<file path="config.mk">
export PLATFORM = sky130hd
export DESIGN_NAME = trap_sequencer
export DESIGN_NICKNAME = d
export VERILOG_FILES = /design/src/rtl/trap_sequencer.sv
export SDC_FILE = /design/constraint.sdc
export NUM_CORES = 1
export LEC_CHECK = 0
export CORE_AREA = 2 2 146 148
export DETAILED_ROUTE_END_ITERATION = 6
export DIE_AREA = 0 0 148 150
export GPL_TIMING_DRIVEN = 1
export PLACE_DENSITY_LB_ADDON = 0.2
export SYNTH_ARGS = -nofsm -noshare
export SYNTH_HDL_FRONTEND = slang
export SYNTH_SLANG_ARGS = --single-unit
</file>
<file path="constraint.sdc">
create_clock -name clk_i -period 4.36 [get_ports clk_i]
set_input_delay 0.654 -clock clk_i [delete_from_list [all_inputs] [get_ports clk_i]]
set_output_delay 0.654 -clock clk_i [all_outputs]
set_load 0.05 [all_outputs]
</file>
<file path="src/rtl/trap_sequencer.sv">
// trap_sequencer: machine-mode trap / MRET sequencer.
// Picks an exception, MRET or enabled interrupt while idle, flushes the
// pipeline until it drains (or a timeout expires), strobes the CSR file once
// with the latched mepc/mcause/mtval, then redirects fetch.
//
// Ports:
//   clk_i, rst_i                 clock, synchronous active-high reset
//   exc_*_i                      retiring-instruction exception request
//   mret_valid_i                 retiring instruction is MRET
//   irq_{sw,timer,ext}_i         level interrupt lines
//   irq_pc_i                     mepc to use for an interrupt
//   mstatus_mie_i, mie_i         interrupt enables
//   mtvec_base_i, mtvec_mode_i   trap vector
//   mepc_csr_i                   MRET return target
//   pipe_idle_i                  pipeline drained
//   redirect_ready_i             fetch accepts redirect
//   trap_en_o, mret_en_o         one-cycle CSR strobes
//   mepc_o, mcause_o, mtval_o    latched trap values
//   flush_o                      pipeline kill
//   redirect_valid_o/pc_o        fetch redirect
//   busy_o                       not idle
//   mip_o                        registered pending bits
//   drain_timeout_o              DRAIN left by timeout (pulse in COMMIT)
module trap_sequencer #(
  parameter int unsigned DRAIN_TIMEOUT = 16
) (
  input  logic        clk_i,
  input  logic        rst_i,
  input  logic        exc_valid_i,
  input  logic [4:0]  exc_cause_i,
  input  logic [31:0] exc_pc_i,
  input  logic [31:0] exc_tval_i,
  input  logic        mret_valid_i,
  input  logic        irq_sw_i,
  input  logic        irq_timer_i,
  input  logic        irq_ext_i,
  input  logic [31:0] irq_pc_i,
  input  logic        mstatus_mie_i,
  input  logic [31:0] mie_i,
  input  logic [29:0] mtvec_base_i,
  input  logic [1:0]  mtvec_mode_i,
  input  logic [31:0] mepc_csr_i,
  input  logic        pipe_idle_i,
  input  logic        redirect_ready_i,
  output logic        trap_en_o,
  output logic        mret_en_o,
  output logic [31:0] mepc_o,
  output logic [31:0] mcause_o,
  output logic [31:0] mtval_o,
  output logic        flush_o,
  output logic        redirect_valid_o,
  output logic [31:0] redirect_pc_o,
  output logic        busy_o,
  output logic [31:0] mip_o,
  output logic        drain_timeout_o
);

  localparam int unsigned CW = $clog2(DRAIN_TIMEOUT + 1);

  typedef enum logic [1:0] {S_IDLE, S_DRAIN, S_COMMIT, S_REDIRECT} state_e;
  typedef enum logic [1:0] {K_EXC, K_MRET, K_IRQ} kind_e;

  state_e          state_q, state_d;
  kind_e           kind_q;
  logic [CW-1:0]   cnt_q;
  logic            timeout_q;
  logic [31:0]     mepc_q, mcause_q, mtval_q, redirect_pc_q, mip_q;

  // Bits of mie_i / mepc_csr_i that have no role here.
  logic unused_bits;
  assign unused_bits = ^{mie_i[31:12], mie_i[10:8], mie_i[6:4], mie_i[2:0],
                         mepc_csr_i[1:0]};

  // Interrupt eligibility and fixed priority ext > sw > timer.
  logic       irq_ext_ok, irq_sw_ok, irq_tmr_ok, irq_any;
  logic [4:0] irq_code;
  assign irq_ext_ok = mstatus_mie_i & mie_i[11] & irq_ext_i;
  assign irq_sw_ok  = mstatus_mie_i & mie_i[3]  & irq_sw_i;
  assign irq_tmr_ok = mstatus_mie_i & mie_i[7]  & irq_timer_i;
  assign irq_any    = irq_ext_ok | irq_sw_ok | irq_tmr_ok;
  assign irq_code   = irq_ext_ok ? 5'd11 : (irq_sw_ok ? 5'd3 : 5'd7);

  logic accept;
  assign accept = (state_q == S_IDLE) & (exc_valid_i | mret_valid_i | irq_any);

  // Counter at 1 means this is the last DRAIN cycle allowed; <=1 keeps a
  // zero count from stalling forever.
  logic cnt_last, timeout_hit;
  assign cnt_last    = (cnt_q <= CW'(1));
  assign timeout_hit = (state_q == S_DRAIN) & ~pipe_idle_i & cnt_last;

  logic [31:0] vec_base, target;
  assign vec_base = {mtvec_base_i, 2'b00};
  always_comb begin
    target = vec_base;
    unique case (kind_q)
      K_MRET:  target = {mepc_csr_i[31:2], 2'b00};
      K_IRQ:   if (mtvec_mode_i == 2'b01)
                 target = vec_base + {25'b0, mcause_q[4:0], 2'b00};
      default: target = vec_base;
    endcase
  end

  // State register
  always_ff @(posedge clk_i) begin
    if (rst_i) state_q <= S_IDLE;
    else       state_q <= state_d;
  end

  // Next-state logic
  always_comb begin
    state_d = state_q;
    unique case (state_q)
      S_IDLE:     if (accept) state_d = S_DRAIN;
      S_DRAIN:    if (pipe_idle_i || cnt_last) state_d = S_COMMIT;
      S_COMMIT:   state_d = S_REDIRECT;
      S_REDIRECT: if (redirect_ready_i) state_d = S_IDLE;
      default:    state_d = S_IDLE;
    endcase
  end

  // Outputs, decoded only from registered state and data
  always_comb begin
    busy_o           = (state_q != S_IDLE);
    flush_o          = (state_q == S_DRAIN) || (state_q == S_COMMIT);
    trap_en_o        = (state_q == S_COMMIT) && (kind_q != K_MRET);
    mret_en_o        = (state_q == S_COMMIT) && (kind_q == K_MRET);
    redirect_valid_o = (state_q == S_REDIRECT);
    redirect_pc_o    = redirect_pc_q;
    drain_timeout_o  = timeout_q;
    mepc_o           = mepc_q;
    mcause_o         = mcause_q;
    mtval_o          = mtval_q;
    mip_o            = mip_q;
  end

  // Datapath: latched request, drain counter, redirect target, mip
  always_ff @(posedge clk_i) begin
    if (rst_i) begin
      kind_q        <= K_EXC;
      cnt_q         <= '0;
      timeout_q     <= 1'b0;
      mepc_q        <= '0;
      mcause_q      <= '0;
      mtval_q       <= '0;
      redirect_pc_q <= '0;
      mip_q         <= '0;
    end else begin
      mip_q     <= {20'b0, irq_ext_i, 3'b0, irq_timer_i, 3'b0, irq_sw_i, 3'b0};
      timeout_q <= timeout_hit;

      if (accept) begin
        cnt_q <= CW'(DRAIN_TIMEOUT);
        if (exc_valid_i) begin
          kind_q   <= K_EXC;
          mepc_q   <= exc_pc_i;
          mcause_q <= {27'b0, exc_cause_i};
          mtval_q  <= exc_tval_i;
        end else if (mret_valid_i) begin
          kind_q   <= K_MRET;
        end else begin
          kind_q   <= K_IRQ;
          mepc_q   <= irq_pc_i;
          mcause_q <= {1'b1, 26'b0, irq_code};
          mtval_q  <= '0;
        end
      end else if (state_q == S_DRAIN) begin
        if (cnt_q != '0) cnt_q <= cnt_q - CW'(1);
      end else begin
        cnt_q <= '0;
      end

      if (state_q == S_COMMIT) redirect_pc_q <= target;
    end
  end

endmodule

</file>
==> metrics.txt, run 1 <==
run status=complete, no violations; Pwr Total=5.80 mW; reg2reg setup slack=1.45 ns; max-slew violations=0; DIE HEIGHT=about 150 um; Leak Pwr=3.58 nW; WP data required=4.62 ns; final setup fails=0; routed via count=5877; ANT cells=0; WS Path Type=input pin to flip-flop; largest family of logic cells by synthesized area=compound AO/OA/AOI/OAI gates; Util after Layout=0.459; CP Cell Sequence=clkdlybuf4s50_1, ha_1, inv_1, fa_1, and2b_2, o2111ai_2, a2111oi_0, mux2_2, nand2_1, a211oi_1; max-cap violation count=0; unrepaired setup endpoints after global routing=false; drt first pass iters=4; Post-Synth XOR/XNOR Area=0.00991; post-route ant nets=0; Initial Util=0.299; # hold bufs at CTS=0; Worst Path Max Fanout=11; Hold Vio Cnt, Final=0; Top FF cell, synth=dfxtp_1; Post-Syn Area per Cell=around 9 um2; vias in the first global route=5568; number of cells produced by synthesis=slightly below 700; Routability Congestion=roughly 0.79; Synth Area in Adders=0.0315; Setup TNS Final=0 ns; layout filler cell count=a little over 2000; fraction of layout cells with a size suffix above 1=0.0780; startpoint type of the worst setup path=input pin; total gr overflow=0; sequential share of the synthesized area=0.366; Root Driver=clkbuf_16; Post-Synth Simple-Gate Area=0.146; EDFF count, synth=0; final wirelength=~22 mm; Cell Rows=53; Post-synth ARST share=0; Post-Layout Cell Count=1236; slowest stage delay, CP=0.63 ns; # IOs=373; first-pass GRT wire length=about 32 mm; Die Wd=148 um; post-CTS sizing=0; first-iteration detailed-routing DRC count=248; worst hold path endpoint=mtval_o[3]$_SDFFE_PP0P_; dpl ws=0.669 ns; Clock Sinks=roughly 110; post-synthesis compound-gate area fraction=0.242; peak supply drop=0.000293 V; CTS Buffer Depth=2; CTS clk-pin slew, worst paths=0.06 ns; dpl cells=1204; flops & latches, synth=113; Final min period=3.32 ns; Hold Path Depth=1; Fmax achieved=301 MHz; worst r2r src=mcause_o[0]$_SDFFE_PP0P_; Die Footprint=0.0222 mm2; Clk Latency, worst-skew pair=between 0.4 and 0.5 ns; Hold/Removal Path Class=flip-flop to flip-flop; Num CTS Buffers=17; Remaining DRCs=0; htree depth=4; HPWL after detailed placement=16.0 mm; post-DR wirelength/cell=17.7 um; worst hold start=mtval_o[3]$_SDFFE_PP0P_; slowest CP cell=a2111oi_0; mux contribution to synthesized area=0.0764; Critical R2R Capture=redirect_pc_o[22]$_SDFFE_PP0P_; final setup margin=1.04 ns; Final Skew=0.0132 ns; Rel. slew slack=0.471; Post-CTS Setup Bufs=0; IO buf count=about 280; Tcrit/Tclk final=0.762; CTS tree=done; Netlist cell types=74; Final #Nets=1170; Critical path buffers and inverters=2; worst reg2reg path depth=9; Synth-to-Final Area Change=53.6%; initial antenna violation count=1; Core Footprint=0.0207 mm2; Worst Tran Pin Value=0.792 ns; synth warn=0; CP top delay family=compound AO/OA/AOI/OAI gates; Netlist Area Pre-Place=0.00619 mm2; Vias/cell=4.75; Critical Path AT=between 3 and 4 ns; largest net degree at the start of global routing=71; Tot GR Track Use=0.188; P per Cell Area=610 mW/mm2; critical path endpoint category=flip-flop
[Yosys cell counts, drive strengths merged, types with 4 or more instances]
library cell  number  area, um2
xnor2              6       52.6
o211ai             4       30.0
nand3             15       80.1
nand2b             4       25.0
dfxtp            113       2260
inv               20       75.1
and2               4       26.3
o21a               6       45.0
a22o              34        298
o21ai              8       40.0
mux2i             36        360
a311oi             4       35.0
clkbuf            40        230
nor3              15       75.1
nand3b             4       30.0
a221oi            20        175
a211oi            59        453
nand2             29        109
a222oi             4       40.0
nor2              92        345
nor2b              7       43.8
mux2              10        113
buf               68        489
nor4               4       25.0
a21oi             17       85.1
ha                14        175
[through the flow]
stage | hold WS, ns | instance area, um2
after detailed placement | 0.463 | 8950
after floorplan | 0.465 | 6400
after global routing | 0.497 | 9510
after CTS | 0.482 | 9510
final | 0.477 | 9510
after global placement | 0.462 | 8950
[state kept, by name (all words and copies together), names as in the netlist]
| signal | cells |
|---|---|
| mepc_o | 32 |
| state_q | 2 |
| kind_q | 2 |
| mcause_o | 6 |
| redirect_pc_o | 30 |
| drain_timeout_o | 1 |
| cnt_q | 5 |
| mtval_o | 32 |
| mip_o | 3 |
[cell usage in the layout (no fill, tap or decap), types with 7 or more instances in the layout]
| master | count |
|---|---|
| clkdlybuf4s50_1 | 282 |
| dfxtp_1 | 113 |
| nor2_1 | 90 |
| a211oi_1 | 57 |
| conb_1 | 57 |
| mux2i_1 | 36 |
| a22o_1 | 34 |
| nand2_1 | 29 |
| inv_1 | 20 |
| a221oi_1 | 20 |
| clkbuf_16 | 17 |
| a21oi_1 | 16 |
| nor3_1 | 15 |
| nand3_1 | 14 |
| ha_1 | 12 |
| buf_4 | 9 |
| mux2_2 | 8 |
| o21ai_0 | 7 |
| inv_6 | 7 |
[kinds of logic after synthesis]
| group | Yosys count |
|---|---|
| AOI/OAI and AO/OA | 187 |
| xor gates and xnor gates | 7 |
| adders and majority gates | 15 |
| buffers and inverters | 128 |
| DFF | 113 |
| muxes | 46 |
| other | 1 |
| and+or+nand+nor | 191 |
[per-layer routing]
metal	wire length, um	GRT usage	vias to the layer above
met1	9220	0.234	2709
met3	1670	0.0631	18
met4	270	0.0567	2
met5	7	0	-
met2	10700	0.309	201
li1	-	-	2947
[worst max-delay path by stage]
stage / startpoint / slack (ns) / to / cells past startpoint
finish: mtvec_base_i[0] / 1.04 / redirect_pc_o[22]$_SDFFE_PP0P_ / 10
global route: mtvec_base_i[0] / 0.87 / redirect_pc_o[20]$_SDFFE_PP0P_ / 10
CTS: mtvec_base_i[0] / 1.10 / redirect_pc_o[22]$_SDFFE_PP0P_ / 10
detailed placement: mtvec_base_i[0] / 0.67 / redirect_pc_o[22]$_SDFFE_PP0P_ / 10
global placement: mtvec_base_i[0] / 0.64 / redirect_pc_o[22]$_SDFFE_PP0P_ / 10
floorplan: mcause_o[0]$_SDFFE_PP0P_ / 1.47 / redirect_pc_o[20]$_SDFFE_PP0P_ / 10
[where the power goes]
group / internal [mW] / switching [mW]
Clock: 0.759 / 0.576
Combinational: 1.02 / 1.98
Sequential: 1.31 / 0.159
Total: 3.09 / 2.71
[cell type report]
class | instances | area [um2] | area share
Clock buffer | 18 | 439 | 0.0462
Clock inverter | 14 | 120 | 0.0126
Inverter | 20 | 75.1 | 0.00790
Multi-Input combinational cell | 503 | 3370 | 0.354
Sequential cell | 113 | 2260 | 0.238
Tap cell | 275 | 344 | 0.0362
Timing Repair Buffer | 293 | 2900 | 0.305
[worst reg2reg max path: stages (launching register included)]
cell       delay (ns)
dfxtp_1          0.36
ha_1             0.20
inv_1            0.06
fa_1             0.37
and2b_2          0.26
o2111ai_2        0.36
a2111oi_0        0.64
mux2_2           0.39
nand2_1          0.06
a211oi_1         0.07
Note: power is estimated with default switching activity, not from simulation.
==> run 2: changes to the inputs <==
- CORE_AREA: 2 2 146 148 -> 2 2 143 145
- DIE_AREA: 0 0 148 150 -> 0 0 145 147
- clock period: 4.36 -> 3.3 ns (I/O delays scaled with it)
==> run 2 against run 1 <==
Non-clock buffer count rose by 11. Count of clock-buffer cells in the layout did not move. Core utilization rose by 2.4 points. Via count rose by 1.5%. Design area rose by 0.97%. Register-to-register slack got worse by 0.98 ns. Worst setup slack got worse by 0.77 ns. Largest cell class unchanged. Largest power group unchanged. Highest routed layer unchanged.
==> metrics.txt, run 2 (same netlist as run 1, synthesis figures left out) <==
run status=complete, no violations; HPWL after detailed placement=15.8 mm (-0.83%); DP Area=0.00903 mm2 (+0.94%); Worst Tran Pin Value=0.653 ns (-0.140 ns); Core Footprint=0.0198 mm2 (-4.1%); layout filler cell count=1892 (-8.2%); CTS Buffer Depth=2 (unchanged); hold_ws=0.479 ns (+0.00205 ns); Setup TNS Final=0 ns (unchanged); first-iteration detailed-routing DRC count=322 (+30%); GRT busiest layer=met2; Final #Nets=1181 (+0.94%); Final Skew=0.00849 ns (-0.00473 ns); max-slew violations=0 (unchanged); post-route ant nets=0 (unchanged); Die Wd=145 um (-2.0%); dpl ws=-0.111 ns (-0.780 ns); vias in the first global route=5740 (+3.1%); largest net degree at the start of global routing=56 (-21%); # IOs=373 (unchanged); CP Cell Sequence=clkdlybuf4s50_1, ha_1, inv_1, fa_1, and2b_2, o2111ai_2, buf_4, a211oi_2, nand3_1, or3_1, a311oi_1; Cell Rows=52 (-1.9%); Routability Congestion=0.797 (+1.3%); Final min period=approximately 3.0 ns; Clock Sinks=113 (unchanged); Hold/Removal Path Class=flip-flop to flip-flop; WS Path Type=input pin to flip-flop; P per Cell Area=804 mW/mm2 (+32%); Post-CTS Setup Bufs=0 (unchanged); Remaining DRCs=0 (unchanged); initial antenna violation count=2 (+1); Critical path buffers and inverters=3 (+1); final setup fails=0 (unchanged); Pwr Total=7.71 mW (+33%); Leak Pwr=3.65 nW (+1.9%); startpoint type of the worst setup path=input pin; IO buf count=284 (unchanged); Die Footprint=0.0213 mm2 (-4.0%); first-pass GRT wire length=32.6 mm (+1.6%); GRT met2 Usage=0.330 (+0.0205); dpl cells=1210 (+0.50%); total gr overflow=0 (unchanged); max-cap violation count=0 (unchanged); final wirelength=21.2 mm (-2.9%); post-route cell area=0.00960 mm2 (+0.97%); most frequent cells in the layout=281 x clkdlybuf4s50_1, 113 x dfxtp_1, 90 x nor2_1; final setup margin=0.267 ns (-0.771 ns); Critical Path AT=3.36 ns (-0.23 ns); DIE HEIGHT=147 um (-2.0%); post-DR wirelength/cell=17.1 um (-3.4%); Fmax achieved=330 MHz; commonest non-fill, non-tap cell in the layout=clkdlybuf4s50_1; CTS tree=done; met3 Resource Use GR=0.0584 (-0.00472); slowest stage delay, CP=0.52 ns (-0.11 ns); Initial Util=0.312 (+0.0127); Root Driver=clkbuf_16; drt first pass iters=5 (+1); Vias/cell=4.81 (+1.1%); Tot GR Track Use=0.195 (+0.00682); Tcrit/Tclk final=0.919; CTS clk-pin slew, worst paths=0.06 ns (about the same); slowest CP cell=clkdlybuf4s50_1; ANT cells=0 (unchanged); Post-Layout Cell Count=1242 (+0.49%); post-CTS sizing=0 (unchanged); Worst Path Max Fanout=6 (-5); CP top delay family=buffers and inverters; # hold bufs at CTS=0 (unchanged); Hold Vio Cnt, Final=0 (unchanged); Clk Latency, worst-skew pair=0.41 ns (about the same); Rel. slew slack=0.565 (+0.0938); Util after Layout=0.484 (+0.0243); Num CTS Buffers=17 (unchanged); fraction of layout cells with a size suffix above 1=0.0885 (+0.0104); Synth-to-Final Area Change=55.1%; critical path endpoint category=flip-flop; peak supply drop=0.000343 V (+17%); unrepaired setup endpoints after global routing=false; met1 usage=0.236 (+0.00228); htree depth=4 (unchanged); routed via count=5968 (+1.5%); WP data required=3.63 ns (-0.99 ns)
-- run 2: cell types whose count changed in the layout (fill, tap and decap cells not counted) --
| cell | change |
|---|---|
| buf_4 | +11 |
| ha_1 | +1 |
| clkinvlp_4 | -1 |
| clkdlybuf4s50_1 | -1 |
| buf_12 | +1 |
| ha_2 | -1 |
| clkinv_2 | +3 |
| bufinv_16 | +1 |
| inv_8 | -1 |
| inv_6 | -2 |
-- run 2: routing by layer --
layer / part of all wire / wire length [um]
met5: 0.00061 / 13
met4: 0.020 / 423
met3: 0.070 / 1470
met2: 0.49 / 10300
met1: 0.42 / 8930
-- run 2: area by class of cell --
type                    instances  area [um2]  share of cell area
repair buffers                304        2990               0.312
inverters                      20        75.1             0.00782
multi-input cells             503        3360               0.350
clock buffers                  18         439              0.0458
clock inverters                14         129              0.0134
well taps                     270         338              0.0352
flip-flops and latches        113        2260               0.236
-- run 2: path summary, 6_finish.rpt --
kind / start / to / slack, ns / cells after the start
max reg2reg: mcause_o[0]$_SDFFE_PP0P_ / redirect_pc_o[14]$_SDFFE_PP0P_ / 0.47 / 10
max: mtvec_base_i[0] / redirect_pc_o[14]$_SDFFE_PP0P_ / 0.27 / 11
min: mtval_o[10]$_SDFFE_PP0P_ / mtval_o[10]$_SDFFE_PP0P_ / 0.48 / 1
min reg2reg: mtval_o[10]$_SDFFE_PP0P_ / mtval_o[10]$_SDFFE_PP0P_ / 0.48 / 1
-- run 2: power breakdown --
group,switching (mW),total (mW),internal [mW]
Combinational,2.62,3.99,1.37
Sequential,0.213,1.95,1.73
Clock,0.709,1.77,1.06
Total,3.54,7.71,4.17
